## config.mk

```make
export PLATFORM = sky130hd
export DESIGN_NAME = dcache_ctrl
export DESIGN_NICKNAME = d
export VERILOG_FILES = /design/src/rtl/dcache_ctrl_pkg.sv /design/src/rtl/dcache_beat_counter.sv /design/src/rtl/dcache_ctrl.sv
export SDC_FILE = /design/constraint.sdc
export NUM_CORES = 1
export LEC_CHECK = 0
export CAP_MARGIN = 5
export CORE_AREA = 2 2 39 41
export CTS_CLUSTER_SIZE = 40
export DETAILED_ROUTE_END_ITERATION = 10
export DIE_AREA = 0 0 41 43
export PLACE_DENSITY = 0.66
export SYNTH_ARGS = -nofsm -noshare
export SYNTH_HDL_FRONTEND = slang
export SYNTH_SLANG_ARGS = --single-unit
export TNS_END_PERCENT = 50
```

## constraint.sdc

```tcl
create_clock -name clk -period 1.9 [get_ports clk]
set_input_delay 0.38 -clock clk [delete_from_list [all_inputs] [get_ports clk]]
set_output_delay 0.38 -clock clk [all_outputs]
set_load 0.05 [all_outputs]
```

## src/rtl/dcache_ctrl_pkg.sv

```systemverilog
// dcache_ctrl_pkg: shared types and defaults for the data-cache miss controller.
//   t_dcache_state      - controller states (IDLE, WRITE_BACK, ALLOCATE)
//   DCACHE_BLOCK_WORDS  - default number of words per cache line
package dcache_ctrl_pkg;

    localparam int unsigned DCACHE_BLOCK_WORDS = 8;

    typedef enum logic [1:0] {
        IDLE       = 2'd0,
        WRITE_BACK = 2'd1,
        ALLOCATE   = 2'd2
    } t_dcache_state;

endpackage

```

## src/rtl/dcache_beat_counter.sv

```systemverilog
// dcache_beat_counter: beat index within a cache line, shared by the
// write-back and fill transfers.
//   clk, rst  - clock, synchronous active-high reset (count -> 0)
//   inc_i     - advance by one beat (wraps naturally at 2**CW)
//   clr_i     - force count to 0 (takes priority over inc_i)
//   cnt_o     - current beat index
//   last_o    - current beat is the final beat of the line
module dcache_beat_counter
    import dcache_ctrl_pkg::*;
#(
    parameter int unsigned CW = 3
) (
    input  logic          clk,
    input  logic          rst,
    input  logic          inc_i,
    input  logic          clr_i,
    output logic [CW-1:0] cnt_o,
    output logic          last_o
);

    logic [CW-1:0] cnt_q;
    logic [CW-1:0] cnt_d;

    always_comb begin
        cnt_d = cnt_q;
        if (clr_i) begin
            cnt_d = '0;
        end else if (inc_i) begin
            cnt_d = cnt_q + CW'(1);
        end
    end

    always_ff @(posedge clk) begin
        if (rst) begin
            cnt_q <= '0;
        end else begin
            cnt_q <= cnt_d;
        end
    end

    assign cnt_o  = cnt_q;
    // Line length is a power of two, so the final beat is the all-ones index.
    assign last_o = &cnt_q;

endmodule

```

## src/rtl/dcache_ctrl.sv

```systemverilog
// dcache_ctrl: data-cache miss controller. Hits complete in IDLE with zero
// latency; a miss optionally writes back the dirty victim line and then
// fills the line from memory, after which the held request is retried.
//   clk, rst           - clock, synchronous active-high reset
//   i_start_d_cache    - access request, held until o_stall_data=0
//   i_write            - 1=store, 0=load
//   i_hit, i_dirty     - tag match/valid and victim-dirty for current index
//   o_stall_data       - access not complete this cycle
//   o_mem_rd_req       - line-fill request; i_mem_rd_valid marks a fill word
//   o_mem_wr_valid     - write-back word offered; i_mem_wr_ready accepts it
//   o_word_cnt         - beat index into the line
//   o_refill_we        - write fill word into data array
//   o_store_we         - write CPU store word into hit line
//   o_tag_we, o_valid_set, o_dirty_set, o_dirty_clear - metadata updates
//   o_wb_addr_sel      - memory address from victim tag (1) / request tag (0)
module dcache_ctrl
    import dcache_ctrl_pkg::*;
#(
    parameter  int unsigned BLOCK_WORDS = DCACHE_BLOCK_WORDS,
    localparam int unsigned CW          = $clog2(BLOCK_WORDS)
) (
    input  logic          clk,
    input  logic          rst,
    input  logic          i_start_d_cache,
    input  logic          i_write,
    input  logic          i_hit,
    input  logic          i_dirty,
    output logic          o_stall_data,
    output logic          o_mem_rd_req,
    input  logic          i_mem_rd_valid,
    output logic          o_mem_wr_valid,
    input  logic          i_mem_wr_ready,
    output logic [CW-1:0] o_word_cnt,
    output logic          o_refill_we,
    output logic          o_store_we,
    output logic          o_tag_we,
    output logic          o_valid_set,
    output logic          o_dirty_set,
    output logic          o_dirty_clear,
    output logic          o_wb_addr_sel
);

    t_dcache_state state_q;
    t_dcache_state state_d;

    logic cnt_inc;
    logic cnt_clr;
    logic cnt_last;

    dcache_beat_counter #(
        .CW(CW)
    ) u_beat_cnt (
        .clk    (clk),
        .rst    (rst),
        .inc_i  (cnt_inc),
        .clr_i  (cnt_clr),
        .cnt_o  (o_word_cnt),
        .last_o (cnt_last)
    );

    always_ff @(posedge clk) begin
        if (rst) begin
            state_q <= IDLE;
        end else begin
            state_q <= state_d;
        end
    end

    always_comb begin
        state_d = state_q;
        unique case (state_q)
            IDLE: begin
                if (i_start_d_cache && !i_hit) begin
                    state_d = i_dirty ? WRITE_BACK : ALLOCATE;
                end
            end
            WRITE_BACK: begin
                if (i_mem_wr_ready && cnt_last) begin
                    state_d = ALLOCATE;
                end
            end
            ALLOCATE: begin
                if (i_mem_rd_valid && cnt_last) begin
                    state_d = IDLE;
                end
            end
            default: state_d = IDLE;
        endcase
    end

    // Outputs are forced low while rst is high so that a reset landing on
    // the final fill beat cannot commit tag/valid/dirty updates.
    always_comb begin
        o_stall_data   = 1'b0;
        o_mem_rd_req   = 1'b0;
        o_mem_wr_valid = 1'b0;
        o_refill_we    = 1'b0;
        o_store_we     = 1'b0;
        o_tag_we       = 1'b0;
        o_valid_set    = 1'b0;
        o_dirty_set    = 1'b0;
        o_dirty_clear  = 1'b0;
        o_wb_addr_sel  = 1'b0;
        cnt_inc        = 1'b0;
        cnt_clr        = 1'b0;
        if (!rst) begin
            unique case (state_q)
                IDLE: begin
                    cnt_clr = 1'b1;
                    if (i_start_d_cache) begin
                        if (i_hit) begin
                            o_store_we  = i_write;
                            o_dirty_set = i_write;
                        end else begin
                            o_stall_data = 1'b1;
                        end
                    end
                end
                WRITE_BACK: begin
                    o_stall_data   = 1'b1;
                    o_mem_wr_valid = 1'b1;
                    o_wb_addr_sel  = 1'b1;
                    cnt_inc        = i_mem_wr_ready;
                end
                ALLOCATE: begin
                    o_stall_data  = 1'b1;
                    o_mem_rd_req  = 1'b1;
                    o_refill_we   = i_mem_rd_valid;
                    cnt_inc       = i_mem_rd_valid;
                    o_tag_we      = i_mem_rd_valid && cnt_last;
                    o_valid_set   = i_mem_rd_valid && cnt_last;
                    o_dirty_clear = i_mem_rd_valid && cnt_last;
                end
                default: begin
                    cnt_clr = 1'b1;
                end
            endcase
        end
    end

endmodule

```

# Yosys cells after proc, flatten, opt, wreduce, memory -nomap -nowiden
# Cells that the tools add are included.
[classes] bitwise=0 n_shift=0 n_eq_ne=5 div_mod_pow=0 reduce_logical=9 mux=25 n_lt_le_gt_ge=0 addsub=1 mul=0
[ops] cell="1-bit two-way mux" count=18
[ops] cell="2-bit two-way mux" count=4
[ops] cell="2-bit inequality test (second input constant)" count=3
[ops] cell="2-bit one-hot mux with 3 select lines" count=1
[ops] cell="3-bit AND reduction" count=2
[ops] cell="1-bit one-hot mux with 2 select lines" count=2
[ops] cell="2-bit OR reduction" count=2
[ops] cell="3-bit by 1-bit adder with 3-bit output (second input constant)" count=1
[ops] cell="1-bit logical AND" count=3
[ops] cell="2-bit by 1-bit equality test with 1-bit output (second input constant)" count=1
[ops] cell="2-bit equality test (second input constant)" count=1
[ops] cell="2-bit logical NOT" count=1
[ops] cell="1-bit logical NOT" count=1
[word_totals] out_inout_bits=13 memories=0 mem_bits_ro=0 regBits=5 latchBits=0 wordCells=42 input_bits=8 mem_bits_rw=0

# Longest topological paths before layout
[depth] depth_word=5 mapped_depth=5 mapped_depth_nobuf=5

# Modules after synthesis
# A second synthesis with hierarchy kept.
[unflattened] cells_unflattened=49 area_unflattened_um2=434.2
[modules_own_cells] module="dcache_ctrl" n_inst=1 seq_area_each_um2=40.0 area_per_inst_um2=300.3 cells_per_inst=38
[modules_own_cells] module="dcache_beat_counter" n_inst=1 seq_area_each_um2=60.1 area_per_inst_um2=133.9 cells_per_inst=11

# Least setup slack after synthesis
# Ideal clock, no wire load.
[synth_path] path_type="reg2out" from="reg state_q[0]" to="out o_tag_we" path_buffers=1 stages_incl_launch_ff=6 t_arrival_ps=2302 setup_slack_ps=-782 t_required_ps=1520 path_cell_list="dfxtp_1 > inv_1 > ha_1 > nor2b_1 > and3_1 > buf_4"
[synth_via] elab_chain_cells=3
[synth_rtl] item="from (decl)" line_no="dcache_ctrl.sv:43" text="t_dcache_state state_q;"
[synth_rtl] item="from (signal assigned)" line_no="dcache_ctrl.sv:65" text="state_q <= state_d;"
[synth_rtl] item="2-bit equality test"
[synth_rtl] item="1-bit two-way mux (2 in a row)"
[synth_rtl] item="to (decl)" line_no="dcache_ctrl.sv:36" text="output logic o_tag_we,"
# Every way passes these cells.

# Worst setup path in the final report
[layout_path] from="reg state_q[0]" to="out o_tag_we"
[layout_via] elab_chain_cells=3
[layout_rtl] item="2-bit equality test" line_no="dcache_ctrl.sv:107" text="unique case (state_q)"
[layout_rtl] item="1-bit two-way mux" line_no="dcache_ctrl.sv:107"
[layout_rtl] item="1-bit two-way mux" line_no="dcache_ctrl.sv:106" text="if (!rst) begin"
# Every way passes these cells.

==> implementation parameters <==
Parameter                              Value

Route
  Initial drt markers    1
  Wire length after detailed routing    958 um
  Length of the first detailed-routing pass in iterations    3
  Routed wire length per instance    10.9 um
  Post-route DRC    0
  Vias post-DR    401
  Vias per cell    4.56
  ANT nets after route    0

Place
  Count of buffers from port buffering    20
  Last weighted congestion value of the routability-driven placer    0.737
  Worst Setup Slack post-DPL    0.0486 ns
  DPL Wire Length    751 um

Global route
  Via count of the first global-routing pass    328
  Met2 usage    16.3%
  Gr usage total    12.6%
  Global routing usage on met3    2.62%
  Total grt overflow    0
  Maximum number of pins on one net before global-route repair    7
  Number of antenna violations at the first check in global routing    0
  Routing usage on met1    17.2%
  GRT Max-Usage Layer    met1
  Wire length of the first global-routing pass    1460 um

Synthesis
  Yosys reg bits    5
  Cells after Synth    48
  Ranking of synthesized cells by area    dfxtp_1 (24%), ha_1 (21%), buf_4 (7.1%), mux2i_1 (4.7%), nand2b_1 (4.4%)
  Average size of a mapped cell    8.81 um^2
  Net count after synthesis    63
  Library cell with the highest instance count after synthesis    ha_1
  Most common library cells after synthesis    ha_1 (7), dfxtp_1 (5), nor2_1 (5)
  Dominant cell type by area after synthesis    dfxtp_1
  Ys async rst share    0%
  Sequential element share of the synthesized area    23.7%
  Distinct cells, synth    22
  Number of warnings issued by yosys    0
  Synth top area share    23.7%
  Post-synth design cell area    423 um^2
  Number of synthesized flops with an enable pin    0
  Dominant register cell in the synthesized netlist    dfxtp_1

Timing
  Final Worst Setup Slack    0.0235 ns
  Pins Over Slew Limit    0
  Worst setup skew after layout    0.00524 ns
  Post-layout minimum cycle time    1.88 ns
  Setup TNS    0 ns
  Final number of setup-violating endpoints    0
  Slew headroom    72.3%
  RSZ-0062 raised after global routing    true
  Period utilization    98.8%
  Maximum achievable frequency    533 MHz
  Slew of the pin with the lowest slew margin    0.416 ns
  Count of final hold-check violations    0

CTS
  Clk sinks    5
  Num CTS Buffers    3
  Maximum level of the CTS H-tree    1
  Clock latency reported for the late side of the worst-skew pair    0.24 ns
  Number of buffers between clock root and the deepest sink    2
  Post-CTS Setup Inserts    0
  Hold buffers post-CTS    0
  TritonCTS clock tree    yes
  Clock-pin slew on the worst setup and hold paths    0.04 ns
  Clk Tree Root Cell    clkbuf_4

Layout
  Layout overhead on the synthesized area    95.9%
  # nets final    88
  Fraction of final layout cells sized beyond drive strength 1    43.1%
  Number of antenna diodes    0

Die
  Die Footprint    1760 um^2
  Row count    14
  Core Box Area    1380 um^2
  Initial core utilization    30.6%
  Total I/O pin count    21
  Width of the die    41 um
  Die extent in y    43 um

Worst setup path
  Critical-path cell list    inv_1 -> ha_4 -> nor2b_4 -> and3_4 -> buf_12
  Crit path required time    1.52 ns
  Crit path buffers/inverters    2
  Cell family contributing the most delay on the critical path    simple AND/OR/NAND/NOR gates
  Data arrival, critical path    1.50 ns
  Path depth of the worst reg2reg path    5
  Crit. End Element    output port
  Maximum fanout along the worst path    4
  Maximum cell stage delay along the critical path    0.34 ns
  CP Depth    5
  Type of the setup path with the least slack    flip-flop to output port
  Setup crit start kind    flip-flop
  Master of the slowest instance on the critical path    dfxtp_4

Power
  Maximum resistive drop on vdd    0.000414 V
  Pwr per Cell Area    537 nW/um^2
  Power consumption    0.444 mW
  Leakage Power    0.353 nW

Min path
  Hold/Removal Path Class    flip-flop to flip-flop
  Worst Hold Path Cells    2

Run status
  Result of the run    complete, no violations

Run
  Max-cap violation count    0
path summary, 6_finish.rpt:
kind                                                          to  slack (ns)                             start
worst min register to register  u_beat_cnt.cnt_o[0]$_SDFFE_PP0P_        0.53  u_beat_cnt.cnt_o[0]$_SDFFE_PP0P_
worst min-delay path            u_beat_cnt.cnt_o[0]$_SDFFE_PP0P_        0.53  u_beat_cnt.cnt_o[0]$_SDFFE_PP0P_
worst max-delay path                                    o_tag_we        0.02           state_q[0]$_SDFFE_PP0P_
worst max register to register           state_q[1]$_SDFFE_PP0P_        0.30  u_beat_cnt.cnt_o[0]$_SDFFE_PP0P_
layer usage:
metal	share of wire, %	up-vias
met5	0	-
met4	2.6	0
met3	6.3	2
met2	44	14
met1	47	174
li1	-	211
layout make-up:
type / count / area (um^2)
clock buffers: 4 / 26.3
fillers: 123 / 556
inverters: 3 / 11.3
multi-input cells: 36 / 337
flip-flops and latches: 5 / 106
well taps: 16 / 20.0
repair buffers: 24 / 328
placed cells by master (no fill, tap or decap), drive strengths merged:
cell	synthesis	layout
xor2	1	1
clkdlybuf4s50	0	7
nand2b	3	3
a21oi	1	1
nor3	2	2
o31ai	1	1
nand3b	1	1
and3	1	1
inv	3	3
nor2b	3	3
mux2i	2	2
and2	1	1
a21boi	1	1
a22oi	1	1
mux2	1	1
a31oi	1	1
clkbuf	0	5
dfxtp	5	5
nand2	2	2
a2111o	1	1
buf	4	16
a221oi	1	1
nor2	5	5
ha	7	7
worst register-to-register path, cell delays in order, from the launching register on:
cell and delay, ns:
dfxtp_2 0.33, ha_1 0.19, ha_1 0.20, a21boi_0 0.35
a221oi_2 0.08, mux2_1 0.33
registers in the layout, summed over array words and instances (netlist names):
| register | count |
|---|---|
| u_beat_cnt.cnt_o | 3 |
| state_q | 2 |
cells by family (layout without fill, tap and decap cells):
group | after synthesis | after routing | share of synthesized area [%]
and+or+nand+nor | 18 | 18 | 22.2
adders and majority gates | 7 | 7 | 20.7
AOI/OAI and AO/OA | 7 | 7 | 14.2
buffers and inverters | 7 | 31 | 9.76
DFF | 5 | 5 | 23.7
muxes | 3 | 3 | 7.40
xor gates and xnor gates | 1 | 1 | 2.07
report_power, final:
part	total, mW	switching [mW]	internal [mW]
registers	0.118	0.00667	0.111
logic	0.203	0.0982	0.105
clock network	0.123	0.0436	0.0794
total	0.444	0.149	0.296
through the flow:
stage                     cell area (um^2)  cells  hold slack (ns)  utilization [%]
final                                  828     88            0.530             59.9
after global routing                   828     88            0.565             59.9
after CTS                              783     88            0.535             56.6
after detailed placement               754     84            0.510             54.5
after global placement                 754     84            0.503             54.5
after floorplan                        449     48            0.483                -
what timing repair did:
| item | CTS | global route |
|---|---|---|
| gates resized for setup | 1 | 10 |
| pin swaps | 0 | 1 |
| setup endpoints to repair | 3 | 6 |
No activity file was read; power rests on OpenSTA's default activity.
